### src/rtl/ddr_word_align_if.sv
// Handshake/bus bundle between the DDR init sequencer and the word-align
// trainer. The trainer uses the slave modport; the sequencer (or a bench)
// uses master.
interface ddr_word_align_if #(
  parameter int WIDTH = 8
);
  logic             START;
  logic [WIDTH-1:0] DATA;
  logic             ALIGNWD;
  logic             DONE;
  logic             FAIL;
  logic [3:0]       SLIP_CNT;

  modport master (
    output START, DATA,
    input  ALIGNWD, DONE, FAIL, SLIP_CNT
  );

  modport slave (
    input  START, DATA,
    output ALIGNWD, DONE, FAIL, SLIP_CNT
  );
endinterface

### src/rtl/ddr_word_align.sv
// Word-alignment training controller for the DDR gearing path.
// Issues ALIGNWD slip pulses until DATA shows PATTERN for MATCH_CNT
// consecutive words, then reports DONE; reports FAIL once MAX_SLIPS slips
// have been spent without lock.
// Optional: define DDR_ALIGN_MONITOR_EN to keep watching DATA while locked
// and retrain automatically after 4 consecutive mismatching words.
module ddr_word_align #(
  parameter int               WIDTH     = 8,
  parameter logic [WIDTH-1:0] PATTERN   = 'hB4,
  parameter int               SETTLE    = 8,
  parameter int               MATCH_CNT = 4,
  parameter int               PULSE_W   = 1,
  parameter int               MAX_SLIPS = 8
) (
  input  logic              CLKI,
  input  logic              RSTN,
  ddr_word_align_if.slave   bus
);

  localparam logic [7:0] SETTLE_V = 8'(SETTLE);
  localparam logic [3:0] MATCH_LAST = 4'(MATCH_CNT - 1);
  localparam logic [2:0] PULSE_V = 3'(PULSE_W);
  localparam logic [3:0] MAX_SLIPS_V = 4'(MAX_SLIPS);

  typedef enum logic [2:0] {
    S_IDLE, S_SETTLE, S_CHECK, S_SLIP, S_LOCKED, S_FAILED
  } state_t;

  state_t     state_q, state_d;
  logic [7:0] settle_q, settle_d;
  logic [3:0] match_q, match_d;
  logic [2:0] pulse_q, pulse_d;
  logic [3:0] slip_q, slip_d;
  logic       align_q, align_d;
  logic       done_q, done_d;
  logic       fail_q, fail_d;
  logic       is_match;
`ifdef DDR_ALIGN_MONITOR_EN
  logic [1:0] miss_q, miss_d;
`endif

  assign is_match = (bus.DATA == PATTERN);

  // Next-state and registered-output logic for the training FSM.
  always_comb begin
    state_d  = state_q;
    settle_d = settle_q;
    match_d  = match_q;
    pulse_d  = pulse_q;
    slip_d   = slip_q;
    align_d  = align_q;
    done_d   = done_q;
    fail_d   = fail_q;
`ifdef DDR_ALIGN_MONITOR_EN
    miss_d   = miss_q;
`endif
    case (state_q)
      S_IDLE, S_LOCKED, S_FAILED: begin
        if (bus.START) begin
          state_d  = S_SETTLE;
          settle_d = SETTLE_V;
          slip_d   = '0;
          done_d   = 1'b0;
          fail_d   = 1'b0;
`ifdef DDR_ALIGN_MONITOR_EN
          miss_d   = '0;
`endif
        end
`ifdef DDR_ALIGN_MONITOR_EN
        else if (state_q == S_LOCKED) begin
          // Lost lock after four bad words in a row: retrain from scratch.
          if (is_match) begin
            miss_d = '0;
          end else if (miss_q == 2'd3) begin
            state_d  = S_SETTLE;
            settle_d = SETTLE_V;
            slip_d   = '0;
            done_d   = 1'b0;
            miss_d   = '0;
          end else begin
            miss_d = miss_q + 2'd1;
          end
        end
`endif
      end
      S_SETTLE: begin
        // settle_q counts the remaining cycles; the last one moves to CHECK.
        if (settle_q <= 8'd1) begin
          state_d = S_CHECK;
          match_d = '0;
        end else begin
          settle_d = settle_q - 8'd1;
        end
      end
      S_CHECK: begin
        if (is_match) begin
          if (match_q == MATCH_LAST) begin
            state_d = S_LOCKED;
            done_d  = 1'b1;
            match_d = '0;
          end else begin
            match_d = match_q + 4'd1;
          end
        end else if (slip_q < MAX_SLIPS_V) begin
          state_d = S_SLIP;
          align_d = 1'b1;
          slip_d  = slip_q + 4'd1;
          pulse_d = PULSE_V;
        end else begin
          state_d = S_FAILED;
          fail_d  = 1'b1;
        end
      end
      S_SLIP: begin
        if (pulse_q <= 3'd1) begin
          state_d  = S_SETTLE;
          align_d  = 1'b0;
          settle_d = SETTLE_V;
        end else begin
          pulse_d = pulse_q - 3'd1;
        end
      end
      default: state_d = S_IDLE;
    endcase
  end

  // State and output registers with synchronous active-low reset.
  always_ff @(posedge CLKI) begin
    if (!RSTN) begin
      state_q  <= S_IDLE;
      settle_q <= '0;
      match_q  <= '0;
      pulse_q  <= '0;
      slip_q   <= '0;
      align_q  <= 1'b0;
      done_q   <= 1'b0;
      fail_q   <= 1'b0;
`ifdef DDR_ALIGN_MONITOR_EN
      miss_q   <= '0;
`endif
    end else begin
      state_q  <= state_d;
      settle_q <= settle_d;
      match_q  <= match_d;
      pulse_q  <= pulse_d;
      slip_q   <= slip_d;
      align_q  <= align_d;
      done_q   <= done_d;
      fail_q   <= fail_d;
`ifdef DDR_ALIGN_MONITOR_EN
      miss_q   <= miss_d;
`endif
    end
  end

  assign bus.ALIGNWD  = align_q;
  assign bus.DONE     = done_q;
  assign bus.FAIL     = fail_q;
  assign bus.SLIP_CNT = slip_q;

endmodule

### src/flat_wrapper.sv
// flat-port wrapper written by rule: the top's interface ports become plain ports
module ddr_word_align_flat 
#(
  parameter int               WIDTH     = 8,
  parameter logic [WIDTH-1:0] PATTERN   = 'hB4,
  parameter int               SETTLE    = 8,
  parameter int               MATCH_CNT = 4,
  parameter int               PULSE_W   = 1,
  parameter int               MAX_SLIPS = 8
)
  (CLKI, RSTN, bus_START, bus_DATA, bus_ALIGNWD, bus_DONE, bus_FAIL, bus_SLIP_CNT);
  ddr_word_align_if #(.WIDTH(WIDTH)) bus_i ();
  input  logic CLKI;
  input  logic RSTN;
  input wire logic [$bits(bus_i.START)-1:0] bus_START;
  input wire logic [$bits(bus_i.DATA)-1:0] bus_DATA;
  output wire logic [$bits(bus_i.ALIGNWD)-1:0] bus_ALIGNWD;
  output wire logic [$bits(bus_i.DONE)-1:0] bus_DONE;
  output wire logic [$bits(bus_i.FAIL)-1:0] bus_FAIL;
  output wire logic [$bits(bus_i.SLIP_CNT)-1:0] bus_SLIP_CNT;
  assign bus_i.START = bus_START;
  assign bus_i.DATA = bus_DATA;
  assign bus_ALIGNWD = bus_i.ALIGNWD;
  assign bus_DONE = bus_i.DONE;
  assign bus_FAIL = bus_i.FAIL;
  assign bus_SLIP_CNT = bus_i.SLIP_CNT;
  ddr_word_align #(.WIDTH(WIDTH), .PATTERN(PATTERN), .SETTLE(SETTLE), .MATCH_CNT(MATCH_CNT), .PULSE_W(PULSE_W), .MAX_SLIPS(MAX_SLIPS)) u_core (.CLKI(CLKI), .RSTN(RSTN), .bus(bus_i));
endmodule
### config.mk
export PLATFORM = sky130hd
export DESIGN_NAME = ddr_word_align_flat
export DESIGN_NICKNAME = d
export VERILOG_FILES = /design/src/rtl/ddr_word_align_if.sv /design/src/rtl/ddr_word_align.sv /design/src/flat_wrapper.sv
export SDC_FILE = /design/constraint.sdc
export NUM_CORES = 1
export LEC_CHECK = 0
export ABC_AREA = 1
export BUFFER_PORTS_ARGS = -buffer_cell sky130_fd_sc_hd__buf_2
export CORE_MARGIN = 4
export CORE_UTILIZATION = 52
export CTS_CLUSTER_SIZE = 40
export DETAILED_ROUTE_END_ITERATION = 10
export PLACE_DENSITY = 0.75
export SYNTH_ARGS = -nofsm -noshare
export SYNTH_HDL_FRONTEND = slang
export SYNTH_SLANG_ARGS = --single-unit
### constraint.sdc
create_clock -name CLKI -period 1.6 [get_ports CLKI]
set_clock_uncertainty 0.15 [all_clocks]
set_input_delay 0.08 -clock CLKI [delete_from_list [all_inputs] [get_ports CLKI]]
set_output_delay 0.08 -clock CLKI [all_outputs]
set_load 0.1 [all_outputs]
## Word-level counts from Yosys, hierarchy flattened

Cells that the tools add are included.
W data, S select, Z words.

- Output and inout bits: 7
- Input bits: 11
- Logic and storage cells: 81
- Register bits: 25

- Multiplexer cells: 34
- Reduce and logical (&&, ||, !) cells: 14
- Magnitude comparators: 3
- Equal/unequal tests: 18
- Add/subtract/negate cells: 4

Operator list:

| kind | number |
|---|---|
| $reduce_and A4 Y1 | 7 |
| $mux W3 | 9 |
| $mux W4 | 6 |
| $mux W8 | 3 |
| $pmux W8 S3 | 1 |
| $pmux W4 S2 | 2 |
| $pmux W3 S4 | 1 |
| $ne A2 B1 Y1 const B | 5 |
| $ne A2 B2 Y1 const B | 5 |
| $add A4 B1 Y4 const B | 2 |
| $eq A8 B8 Y1 const B | 1 |
| $le A8 B1 Y1 const B | 1 |
| $mux W1 | 8 |
| $sub A8 B1 Y8 const B | 1 |
| $eq A3 B2 Y1 const B | 2 |
| $eq A3 B3 Y1 const B | 2 |
| $pmux W1 S2 | 3 |
| $pmux W3 S2 | 1 |
| $reduce_bool A2 Y1 | 3 |
| $eq A4 B2 Y1 const B | 1 |
| $lt A4 B4 Y1 const B | 1 |
| $eq A3 B1 Y1 const B | 1 |
| $le A3 B1 Y1 const B | 1 |
| $logic_not A3 Y1 | 1 |
| 5 further kinds | 5 |

## Longest topological paths before layout

- Depth in word-level cells: 4
- Gate-level depth with buffers: 12
- Gate-level depth less buffers: 12

## Worst setup path before layout

Ideal clock, no wire load.

- Kind: register to register
- Start: register u_core.slip_q[3], in the netlist u_core.bus.SLIP_CNT[3]
- End: register u_core.slip_q[1], in the netlist u_core.bus.SLIP_CNT[1]
- Setup time: 0.119 ns
- Setup slack: -0.273 ns
- Data arrival time: 1.604 ns
- Cell stages (with the launch flop): 6
- Clock period less this slack: 1.873 ns
- Data required time: 1.331 ns
- Buffers on the path: 0
- Cell sequence: dfxtp_1 inv_1 nand3_1 nand2_1 o21ai_0 nor2_1

- Word-level cells in the longest chain between the ends: 3

Ends and longest elaborated chain:

| element | line | RTL |
|---|---|---|
| from (decl) | ddr_word_align.sv:33 | `logic [3:0] slip_q, slip_d;` |
| from (signal assigned) | ddr_word_align.sv:146 | `slip_q <= slip_d;` |
| $lt A4 B4 Y1 | ddr_word_align.sv:104 | `end else if (slip_q < MAX_SLIPS_V) begin` |
| $ne A2 B1 Y1 (no source line) | n/a |  |
| $reduce_and A4 Y1 (no source line) | n/a |  |

Every way passes these cells.
A chain may end at the register's enable or synchronous reset.

## Worst setup path after layout

- Start: register u_core.settle_q[0]
- End: register u_core.state_q[1]

- Word-level cells in the longest chain between the ends: 3

Ends and longest elaborated chain:

| element | line | RTL |
|---|---|---|
| from (decl) | ddr_word_align.sv:30 | `logic [7:0] settle_q, settle_d;` |
| from (signal assigned) | ddr_word_align.sv:143 | `settle_q <= settle_d;` |
| $le A8 B1 Y1 | ddr_word_align.sv:88 | `if (settle_q <= 8'd1) begin` |
| $ne A2 B1 Y1 (no source line) | n/a |  |
| $reduce_and A4 Y1 (no source line) | n/a |  |
| to (signal assigned) | ddr_word_align.sv:142 | `state_q <= state_d;` |
| to (decl) | ddr_word_align.sv:29 | `state_t state_q, state_d;` |

Every way passes these cells.

==> results.sh <==
export IMPL_status="complete, but fails checks"
export IMPL_violations="setup timing"
export IMPL_start_kind="flip-flop"
export IMPL_max_freq_mhz=603.3
export IMPL_core_area_sq_um=2805
export IMPL_worst_slack_ps=-57.53
export IMPL_holdCritPathClass="input port to flip-flop"
export IMPL_cts_buffers=3
export IMPL_worstMarginPinSlew_ps=488.5
export IMPL_clk_pin_slew_worst_paths_ps=140
export IMPL_hold_viol=0
export IMPL_clock_latency_ps=330
export IMPL_stdcell_count=318
export IMPL_final_period_utilization_pct=103.6
export IMPL_pwr_share_comb_pct=64.7
export IMPL_htree_levels=1
export IMPL_yosysSeqAreaShare_pct=32.49
export IMPL_gr_usage_all_layers_pct=19.54
export IMPL_drive_above_1_share_pct=35.54
export IMPL_power_mw=3.389
export IMPL_hold_depth=7
export IMPL_clkPwrFrac_pct=8.6
export IMPL_dp_cells=308
export IMPL_hold_slack_ps=157.2
export IMPL_pin_count=18
export IMPL_reg2regPathDepth=9
export IMPL_antenna_cells=0
export IMPL_cp_max_fo=7
export IMPL_synth_cells=244
export IMPL_fin_nets=305
export IMPL_final_max_slew_violation_count=0
export IMPL_syn_num_nets=261
export IMPL_grt_pass1_wl_mm=6.368
export IMPL_dpl_hpwl_mm=2.628
export IMPL_drt_first_pass_iters=5
export IMPL_antenna_found_initial=0
export IMPL_initial_core_util_pct=54.91
export IMPL_mostFrequentLayoutCell="nand2_1"
export IMPL_syn_to_final_growth_pct=34.44
export IMPL_grt_start_max_net_pins=14
export IMPL_die_area_sq_um=3897
export IMPL_clockBufferDepth=2
export IMPL_p_sw_mw=1.709
export IMPL_portBuffers=17
export IMPL_gp_congestion=0.9153
export IMPL_cap_viol_max_count=0
export IMPL_yosys_warnings=0
export IMPL_cts_tree="yes"
export IMPL_power_internal_mw=1.680
export IMPL_ir_worst_vdd_uv=864.6
export IMPL_die_h_microns=62.43
export IMPL_switching_share_pct=50.42
export IMPL_synth_area_sq_um=1540
export IMPL_leakage_nw=0.9548
export IMPL_drc=0
export IMPL_drt_wl_total_mm=3.931
export IMPL_synth_cell_types=25
export IMPL_setup_violations=11
export IMPL_pwr_share_seq_pct=26.6
export IMPL_crit_type="flip-flop to flip-flop"
export IMPL_detail_route_antenna_nets=0
export IMPL_fin_util_pct=73.82
export IMPL_slew_headroom_pct=67.66
export IMPL_cp_arrival_ps=1770
export IMPL_grt_pass1_vias=1472
export IMPL_drtIter0Drc=148
export IMPL_worst_setup_path_end_kind="flip-flop"
export IMPL_layout_cells_most_common_list="nand2_1, nor2_1, inv_1"
export IMPL_vias=1670
export IMPL_rows=19
export IMPL_viasPerCell=5.252
export IMPL_grt_ovfl_total=0
export IMPL_cts_root_buf="clkbuf_4"
export IMPL_dieWidth_microns=62.43
export IMPL_fin_crit_ps=1658
export IMPL_rsz0062_at_grt="true"
export IMPL_cts_sinks=25
export IMPL_ys_ff_latch=25
export IMPL_avgRoutedWirePerCell_microns=12.36
export IMPL_cp_required_ps=1710
export IMPL_syn_area_per_cell_sq_um=6.312
export IMPL_powerDensity_nw_per_um2=1637
-- power groups by stage --
stage               Combinational (mW)  Clock, mW  Sequential, mW
floorplan                         1.08          0            1.05
global placement                  1.70          0           0.881
detailed placement                1.71          0           0.882
CTS                               1.82      0.300           0.877
global route                      2.42      0.326           0.922
finish                            2.19      0.293           0.903
-- state kept, by name, indices dropped and copies added (netlist names) --
register             flops
u_core.bus.ALIGNWD       1
u_core.bus.DONE          1
u_core.bus.FAIL          1
u_core.bus.SLIP_CNT      4
u_core.match_q           4
u_core.pulse_q           3
u_core.settle_q          8
u_core.state_q           3
-- critical path, stage by stage, from the launching register on --
cell	delay [ps]
dfxtp_4	390
inv_4	70
ha_4	130
inv_2	40
nand2_2	70
nand2_4	60
o21ai_4	300
buf_6	170
nand3_2	80
a21oi_2	140
-- Yosys cell counts (all sizes together) --
| cell | n | area, sq um |
|---|---|---|
| a21oi | 21 | 105.1 |
| a32o | 1 | 10.01 |
| and3 | 1 | 6.260 |
| clkbuf | 2 | 7.510 |
| dfxtp | 25 | 500.5 |
| ha | 6 | 75.07 |
| inv | 36 | 135.1 |
| nand2 | 68 | 265.3 |
| nand3 | 20 | 112.6 |
| nand3b | 1 | 7.510 |
| nand4 | 5 | 31.28 |
| nor2 | 40 | 167.7 |
| nor3 | 2 | 10.01 |
| o21ai | 9 | 48.80 |
| o21bai | 1 | 7.510 |
| o41ai | 1 | 8.760 |
| or2 | 1 | 6.260 |
| xnor2 | 3 | 26.28 |
| xor2 | 1 | 8.760 |
-- stage by stage --
stage / area [sq um] / setup WS [ps] / TNS (ps)
6_report: 2071 / -57.53 / -197.5
5_1_grt: 2071 / -116.8 / -1190
4_1_cts: 1889 / 5.345 / 0
3_5_place_dp: 1805 / -47.64 / -228.3
3_3_place_gp: 1805 / -15.82 / -34.01
2_1_floorplan: 1554 / -13.71 / -13.71
-- logic make-up (layout without fill, tap and decap cells) --
family / after synthesis / count (layout) / synth area share, %
AND/OR/NAND/NOR: 138 / 139 / 39.40
XOR/XNOR: 4 / 4 / 2.275
buffers and inverters: 38 / 80 / 9.261
AO/OA/AOI/OAI: 33 / 33 / 11.70
adder cells (fa/ha/maj): 6 / 6 / 4.874
flip-flops: 25 / 25 / 32.49
-- worst paths after layout --
| path | startpoint | end | slack [ps] |
|---|---|---|---|
| worst min register to register | u_core.bus.DONE$_SDFFE_PN0P_ | u_core.bus.DONE$_SDFFE_PN0P_ | 330 |
| worst max register to register | u_core.settle_q[0]$_SDFFE_PN0P_ | u_core.state_q[1]$_SDFFE_PN0P_ | -60 |
| worst min-delay path | bus_DATA[1] | u_core.bus.DONE$_SDFFE_PN0P_ | 160 |
| worst max-delay path | u_core.settle_q[0]$_SDFFE_PN0P_ | u_core.state_q[1]$_SDFFE_PN0P_ | -60 |
-- what timing repair did --
item,CTS,global route
pin swaps,4,21
endpoints found under the hold margin,9,0
hold buffers,2,0
gates cloned,1,0
setup endpoints to repair,19,22
setup buffers,0,3
resized for setup,12,52
-- metal layers --
layer	share of wire [%]	wire length [microns]	vias to the layer above	track usage (%)
met2	48	1886	35	32.36
met5	0	0	-	0
li1	-	-	869	-
met3	4.2	166	7	3.957
met4	1.2	47	0	7.163
met1	47	1831	759	25.00
-- layout make-up --
cell class | count | area, sq um
flip-flops and latches | 25 | 523.0
clock buffers | 4 | 26.28
fillers | 222 | 734.5
multi-input cells | 182 | 1066
well taps | 31 | 38.79
repair buffers | 40 | 274.0
inverters | 36 | 142.6
Note: power is estimated with default switching activity, not from simulation.
